$ cat src/rtl/down_timer.sv
// Loadable down-counter/timer with one-shot or auto-reload operation and a registered done pulse.
// Optional tick prescaler is compiled in when DOWN_TIMER_PRESCALE_EN is defined.
`timescale 1ns/1ps

module down_timer #(
  parameter int unsigned WIDTH    = 4,
  parameter int unsigned PRESCALE = 4
) (
  input  logic             clk,
  input  logic             reset_n,
  input  logic             load,
  input  logic [WIDTH-1:0] load_value,
  input  logic             enable,
  input  logic             mode,
  output logic [WIDTH-1:0] count,
  output logic             busy,
  output logic             done
);

  typedef enum logic {
    ST_IDLE = 1'b0,
    ST_RUN  = 1'b1
  } state_t;

  state_t           r_state, w_state_nxt;
  logic [WIDTH-1:0] r_count, w_count_nxt;
  logic [WIDTH-1:0] r_reload, w_reload_nxt;
  logic             r_done, w_done_nxt;
  logic             w_tick;

  if (PRESCALE < 2 || PRESCALE > 256) begin : g_bad_prescale
    $error("down_timer: PRESCALE must be in 2..256");
  end

`ifdef DOWN_TIMER_PRESCALE_EN
  localparam int unsigned PW = $clog2(PRESCALE);

  logic [PW-1:0] r_presc, w_presc_nxt;
  logic          w_presc_term;

  assign w_presc_term = (r_presc == PW'(PRESCALE - 1));
  assign w_tick       = (r_state == ST_RUN) && enable && w_presc_term;

  always_comb begin
    w_presc_nxt = r_presc;
    if (load) begin
      w_presc_nxt = '0;
    end else if (r_state == ST_RUN && enable) begin
      w_presc_nxt = w_presc_term ? '0 : r_presc + PW'(1);
    end
  end

  always_ff @(posedge clk or negedge reset_n) begin
    if (!reset_n) r_presc <= '0;
    else          r_presc <= w_presc_nxt;
  end
`else
  assign w_tick = (r_state == ST_RUN) && enable;
`endif

  // NOTE: every always_comb output gets a default first so no path leaves it unassigned (no latch).
  always_comb begin
    w_state_nxt  = r_state;
    w_count_nxt  = r_count;
    w_reload_nxt = r_reload;
    w_done_nxt   = 1'b0;
    if (load) begin
      w_count_nxt  = load_value;
      w_reload_nxt = load_value;
      w_state_nxt  = (load_value != '0) ? ST_RUN : ST_IDLE;
    end else if (w_tick) begin
      // Terminal test uses <= 1 so the count can never wrap below zero.
      if (r_count <= WIDTH'(1)) begin
        w_done_nxt = 1'b1;
        if (mode) begin
          w_count_nxt = r_reload;
        end else begin
          w_count_nxt = '0;
          w_state_nxt = ST_IDLE;
        end
      end else begin
        w_count_nxt = r_count - WIDTH'(1);
      end
    end
  end

  // NOTE: sequential state uses non-blocking assignments so all registers update together at the edge.
  always_ff @(posedge clk or negedge reset_n) begin
    if (!reset_n) begin
      r_state  <= ST_IDLE;
      r_count  <= '0;
      r_reload <= '0;
      r_done   <= 1'b0;
    end else begin
      r_state  <= w_state_nxt;
      r_count  <= w_count_nxt;
      r_reload <= w_reload_nxt;
      r_done   <= w_done_nxt;
    end
  end

  assign count = r_count;
  assign busy  = (r_state == ST_RUN);
  assign done  = r_done;

endmodule
$ cat config.mk
export PLATFORM = sky130hd
export DESIGN_NAME = down_timer
export DESIGN_NICKNAME = d
export VERILOG_FILES = /design/src/rtl/down_timer.sv
export SDC_FILE = /design/constraint.sdc
export NUM_CORES = 1
export LEC_CHECK = 0
export CAP_MARGIN = 20
export CELL_PAD_IN_SITES_DETAIL_PLACEMENT = 0
export CELL_PAD_IN_SITES_GLOBAL_PLACEMENT = 1
export CORE_MARGIN = 2
export CORE_UTILIZATION = 37
export CTS_CLUSTER_DIAMETER = 40
export CTS_CLUSTER_SIZE = 30
export DETAILED_ROUTE_END_ITERATION = 10
export GPL_TIMING_DRIVEN = 0
export PLACE_DENSITY = 0.78
export RECOVER_POWER = 25
export SYNTH_ARGS = -nofsm -noshare
export SYNTH_HDL_FRONTEND = slang
export SYNTH_SLANG_ARGS = --single-unit
export TNS_END_PERCENT = 20
$ cat constraint.sdc
create_clock -name clk -period 3.4 [get_ports clk]
set_input_delay 0.51 -clock clk [delete_from_list [all_inputs] [get_ports clk]]
set_output_delay 0.51 -clock clk [all_outputs]
set_load 0.01 [all_outputs]
==> reports/qor.yml, run 1 <==
status: "finished clean"
skew_ns: 0.00600
setup_viol: 0
drc: 0
grt_pass1_vias: 546
setup_slack_ns: 1.53
fmax_mhz: 534
yosys_warnings: 0
yosys-top-cells-area: "dfrtp_1 (42%), o21ai_0 (5.8%), nand2_1 (4.4%)"
drtPass1Iterations: 4
endpoint_kind: "output pin"
slew_violations: 0
routedWlPerCell_microns: 13.1
tightest_slew_ns: 0.475
detail-route-antenna-nets: 0
grt_antenna_before_repair: 0
grt_remaining_overflow: 0
final_nets: 98
finalHoldViolations: 0
p_per_area_nw_per_um2: 462
dieArea_sq_um: 1960
drt_iter0_markers: 6
worstPathMaxFanout: 9
root_buffer: "clkbuf_4"
syn_inst: 68
cpMaxStageDelayCell: "clkdlybuf4s50_1"
seq_area_sq_um: 250
port_buffers: 14
htree_levels: 1
cp_top_family: "buffers and inverters"
place.gp.congestion: 0.818
required_ns: 2.89
drive_gt1_frac: 0.128
final_cell_mix: "clkdlybuf4s50_1 (13), dfrtp_1 (10), nand2_1 (7), o21ai_0 (7)"
drv_cap: 0
track_usage: 0.166
grt_max_degree: 11
yosysTopAreaCell: "dfrtp_1"
numCtsBuffers: 3
synthesis.nets: 79
clockBufferDepth: 2
final.period_utilization: 0.551
initial_core_util: 0.398
dp_hpwl_microns: 1010
setup_tns_ns: 0
syn_area_sq_um: 599
die_h_microns: 44.2
peakVddDrop_v: 0.000302
grt_pass1_wl_microns: 2300
num_rows: 14
dr.max_layer_used: "met4"
rsz0062_at_grt: "false"
clk_pin_slew_worst_paths_ns: 0.07
pin_count: 15
drt-met1-wl_microns: 635
vias: 579
clkLatencyLatePin_ns: 0.27
final_common_cell: "clkdlybuf4s50_1"
multi_input_area_sq_um: 305
clkSinkCount: 10
die_x_microns: 44.2
cts.repair.resized: 0
cts_setup_buffers: 0
max_stage_delay_ns: 0.59
drt-total-wl_microns: 1340
power_leakage_nw: 0.332
syn_to_final_growth_pct: 32.8
yosysTopAreaCellShare: 0.418
core_area_sq_um: 1510
avgSynthCellArea_sq_um: 8.81
postCtsHoldBufs: 0
wl_met2_microns: 617
startpoint_type: "register"
wl_met3_microns: 51
worstPathArrival_ns: 1.36
cts_tree: "built"
fill_cells: 154
holdCritPathClass: "register to register"
crit_buf_inv: 1
relSlewSlack: 0.683
vias_per_cell: 5.68
yosysUniqueCellTypes: 25
yosysSeqAreaShare: 0.418
path_cells: "clkdlybuf4s50_1"
synth_seq_cells: 10
antennaDiodeCount: 0
crit_type: "register to output pin"
period_needed_ns: 1.87
pre_cts_ws_ns: 1.39
-- state kept, by name (all words and copies together) (netlist names) --
signal    count
busy          1
r_reload      4
count         4
done          1
-- layout make-up --
| type | count | area share |
|---|---|---|
| multi-input combinational | 49 | 0.384 |
| sequential | 10 | 0.314 |
| timing repair buffer | 14 | 0.176 |
| clock buffer | 4 | 0.0456 |
| inverter | 6 | 0.0283 |
| buffer | 3 | 0.0267 |
| tap | 16 | 0.0252 |
-- worst paths after layout --
kind,start,to,slack (ns),cells after the start
max reg2reg,count[1],count[1],1.62,6
min,r_reload[0],r_reload[0],0.51,1
min reg2reg,r_reload[0],r_reload[0],0.51,1
min in group asynchronous,reset_n,count[0],0.62,1
max in group asynchronous,reset_n,count[3],2.45,1
max,count[2],count[2],1.53,1
-- kinds of logic (layout without fill, tap and decap cells) --
| group | count (synthesis) | in the layout | synth area share |
|---|---|---|---|
| mux | 2 | 2 | 0.0376 |
| buf+inv | 9 | 27 | 0.0731 |
| fa+ha+maj | 2 | 2 | 0.0417 |
| flops | 10 | 10 | 0.418 |
| simple gates | 26 | 26 | 0.223 |
| compound gates | 19 | 19 | 0.207 |
-- power by group --
part	switching, mW	internal (mW)	leakage, nW
registers	0.0132	0.132	0.122
logic	0.0538	0.0585	0.189
clock network	0.0449	0.0652	0.0210
total	0.112	0.256	0.332
-- metrics by stage --
stage | instances | total power [mW] | hold WS, ns | util | cell area, sq um
4_1_cts | 102 | 0.371 | 0.515 | 0.528 | 796
2_1_floorplan | 68 | 0.215 | 0.214 | - | 599
3_3_place_gp | 98 | 0.261 | 0.492 | 0.504 | 759
3_5_place_dp | 98 | 0.261 | 0.498 | 0.504 | 759
5_1_grt | 102 | 0.387 | 0.545 | 0.528 | 796
6_report | 102 | 0.368 | 0.511 | 0.528 | 796
-- per-layer routing --
metal	global-route usage	vias to the layer above
met5	0	-
met4	0.109	0
met3	0.0245	5
met2	0.259	17
met1	0.212	279
li1	-	278
-- cell usage after synthesis --
master     n
a221o_1    1
or3_4      1
o31a_1     1
ha_1       2
o21ai_2    1
nor2b_1    1
and2_0     1
o41ai_1    1
buf_2      2
inv_1      6
mux2_2     2
dfrtp_1   10
a21oi_1    3
o21ai_1    1
nand2b_1   2
o311ai_1   1
nand3b_1   2
nor3_1     3
o31ai_1    2
buf_6      1
nand2_1    7
nor4_1     3
nor2_1     6
o311ai_0   1
o21ai_0    7
(Power assumes the default switching activity.)
==> run 2: changes to the inputs <==
--- a/config.mk
+++ b/config.mk
@@ -9,12 +9,12 @@
 export CELL_PAD_IN_SITES_DETAIL_PLACEMENT = 0
 export CELL_PAD_IN_SITES_GLOBAL_PLACEMENT = 1
 export CORE_MARGIN = 2
-export CORE_UTILIZATION = 37
+export CORE_UTILIZATION = 31
 export CTS_CLUSTER_DIAMETER = 40
 export CTS_CLUSTER_SIZE = 30
 export DETAILED_ROUTE_END_ITERATION = 10
 export GPL_TIMING_DRIVEN = 0
-export PLACE_DENSITY = 0.78
+export PLACE_DENSITY = 0.69
 export RECOVER_POWER = 25
 export SYNTH_ARGS = -nofsm -noshare
 export SYNTH_HDL_FRONTEND = slang
==> constraint.sdc (replaced) <==
create_clock -name clk -period 1.7 [get_ports clk]
set_input_delay 0.255 -clock clk [delete_from_list [all_inputs] [get_ports clk]]
set_output_delay 0.255 -clock clk [all_outputs]
set_load 0.01 [all_outputs]
==> run 2 against run 1 <==
Against the previous run: clock power is 51% higher; largest cell class unchanged; sequential cell count is the same; highest routed layer unchanged; count of clock-buffer cells in the layout down 1; worst hold slack got worse by 0.12 ns.
==> reports/qor.yml, run 2 (synthesis gave the netlist of run 1 again) <==
final_cell_mix: "clkdlybuf4s50_1 (13), dfrtp_1 (10), nand2_1 (7), o21ai_0 (7), inv_1 (6)"
seq_area_sq_um: 250  # unchanged
final.period_utilization: 0.958
holdCritPathClass: "primary input to async pin"
syn_to_final_growth_pct: 34.0
power.internal_mw: 0.467  # +83%
vias: 573  # -1.0%
timing.rr.start: "count[0]"
path_cells: "clkdlybuf4s50_1"
detail-route-antenna-nets: 0  # unchanged
worstPathArrival_ns: 1.37  # about the same
cts.repair.resized: 1  # +1
num_rows: 15  # +1
power_mw: 0.694  # +89%
peakVddDrop_v: 0.000404  # +34%
relSlewSlack: 0.662  # -0.0203
clkLatencyLatePin_ns: 0.27  # about the same
root_buffer: "clkbuf_4"
cts_tree: "built"
grt_pass1_wl_microns: 2360  # +2.4%
swShare: 0.327  # +0.0223
final_common_cell: "clkdlybuf4s50_1"
grt_max_degree: 11  # unchanged
slew_violations: 0  # unchanged
pin_count: 15  # unchanged
startpoint_type: "register"
fmax_mhz: 614
reg2reg_slack_ns: 0.09  # -1.53 ns
crit_type: "register to output pin"
fill_cells: 198  # +29%
grt_antenna_before_repair: 0  # unchanged
grt_pass1_vias: 503  # -7.9%
dp_hpwl_microns: 1050  # +4.4%
pwr-share-clk: 0.239  # -0.061
multi_input_area_sq_um: 315  # +3.3%
power_switching_mw: 0.227  # +100%
pwr-share-seq: 0.419  # +0.024
r2r_cells: 6  # unchanged
drv_cap: 0  # unchanged
die_x_microns: 48.0  # +8.4%
final_nets: 98  # unchanged
htree_levels: 1  # unchanged
cts_setup_buffers: 0  # unchanged
die_h_microns: 48.0  # +8.4%
status: "finished clean"
finalHoldWorstSlack_ns: 0.391  # -0.120 ns
clk_pin_slew_worst_paths_ns: 0.07  # about the same
postCtsHoldBufs: 0  # unchanged
grt_remaining_overflow: 0  # unchanged
endpoint_kind: "output pin"
numCtsBuffers: 3  # unchanged
setup_viol: 0  # unchanged
drt-total-wl_microns: 1510  # +13%
clockBufferDepth: 2  # unchanged
drt_iter0_markers: 12  # +6
crit_buf_inv: 1  # unchanged
worstPathMaxFanout: 9  # unchanged
drive_gt1_frac: 0.153  # +0.0250
clkSinkCount: 10  # unchanged
place.gp.congestion: 0.771  # -5.8%
dieArea_sq_um: 2300  # +18%
vias_per_cell: 5.21  # -8.2%
required_ns: 1.44  # -1.45 ns
cp_top_family: "buffers and inverters"
power_leakage_nw: 0.325  # -2.0%
port_buffers: 14  # unchanged
drc: 0  # unchanged
cpMaxStageDelayCell: "clkdlybuf4s50_1"
routedWlPerCell_microns: 13.7  # +4.6%
tightest_slew_ns: 0.505  # +0.0303 ns
core_area_sq_um: 1760  # +17%
max_stage_delay_ns: 0.60  # about the same
finalHoldViolations: 0  # unchanged
period_needed_ns: 1.63
p_per_area_nw_per_um2: 864  # +87%
dp_cells: 107  # +9.2%
p_comb_frac: 0.342  # +0.037
skew_ns: 0.00598  # -0.0000206 ns
r2r-end: "count[1]"
fin_util: 0.455  # -0.0729
final_cell_area_sq_um: 803  # +0.94%
initial_core_util: 0.340  # -0.0581
antennaDiodeCount: 0  # unchanged
post_dp_cell_area_sq_um: 771  # +1.5%
track_usage: 0.151  # -0.0144
drtPass1Iterations: 4  # unchanged
final_cells: 110  # +7.8%
[run 2: changes by cell type in the layout (fill, tap and decap cells not counted), sizes merged]
| cell | delta |
|---|---|
| clkbuf | -1 |
[run 2: power groups by stage]
stage                     clock, mW  combinational [mW]  sequential [mW]
after floorplan                   0               0.131            0.299
after global placement            0               0.229            0.294
after detailed placement          0               0.227            0.295
after CTS                     0.167               0.231            0.291
after global routing          0.180               0.265            0.294
final                         0.166               0.237            0.291
[run 2: worst max path at each step]
stage                  start        to  cells past startpoint  slack (ns)
detailed placement    enable  count[3]                      5       -0.09
floorplan           count[0]  count[0]                      6        0.17
global route        count[0]  count[1]                      6      -0.009
CTS                 count[0]  count[0]                      6        0.01
finish              count[2]  count[2]                      1        0.07
global placement      enable  count[3]                      5       -0.12
[run 2: final cells by class]
class / instances / share of cell area
Multi-Input combinational cell: 49 / 0.393
Sequential cell: 10 / 0.312
Timing Repair Buffer: 14 / 0.174
Tap cell: 25 / 0.0389
Clock buffer: 3 / 0.0280
Inverter: 6 / 0.0280
Buffer: 3 / 0.0265
[run 2: routing by layer]
layer | global-route usage | share of wire | wire, microns | vias to the layer above
met2 | 0.211 | 0.45 | 677 | 14
met3 | 0.0226 | 0.036 | 55 | 4
met5 | 0 | 0 | 0 | -
met4 | 0.0811 | 0.019 | 29 | 0
li1 | - | - | - | 279
met1 | 0.222 | 0.50 | 749 | 276
[run 2: per-stage QoR]
step	TNS, ns	worst slack (ns)
after floorplan	0	0.166
after global placement	-0.115	-0.115
after detailed placement	-0.0902	-0.0902
after CTS	0	0.0105
after global routing	-0.0161	-0.00879
final	0	0.0719
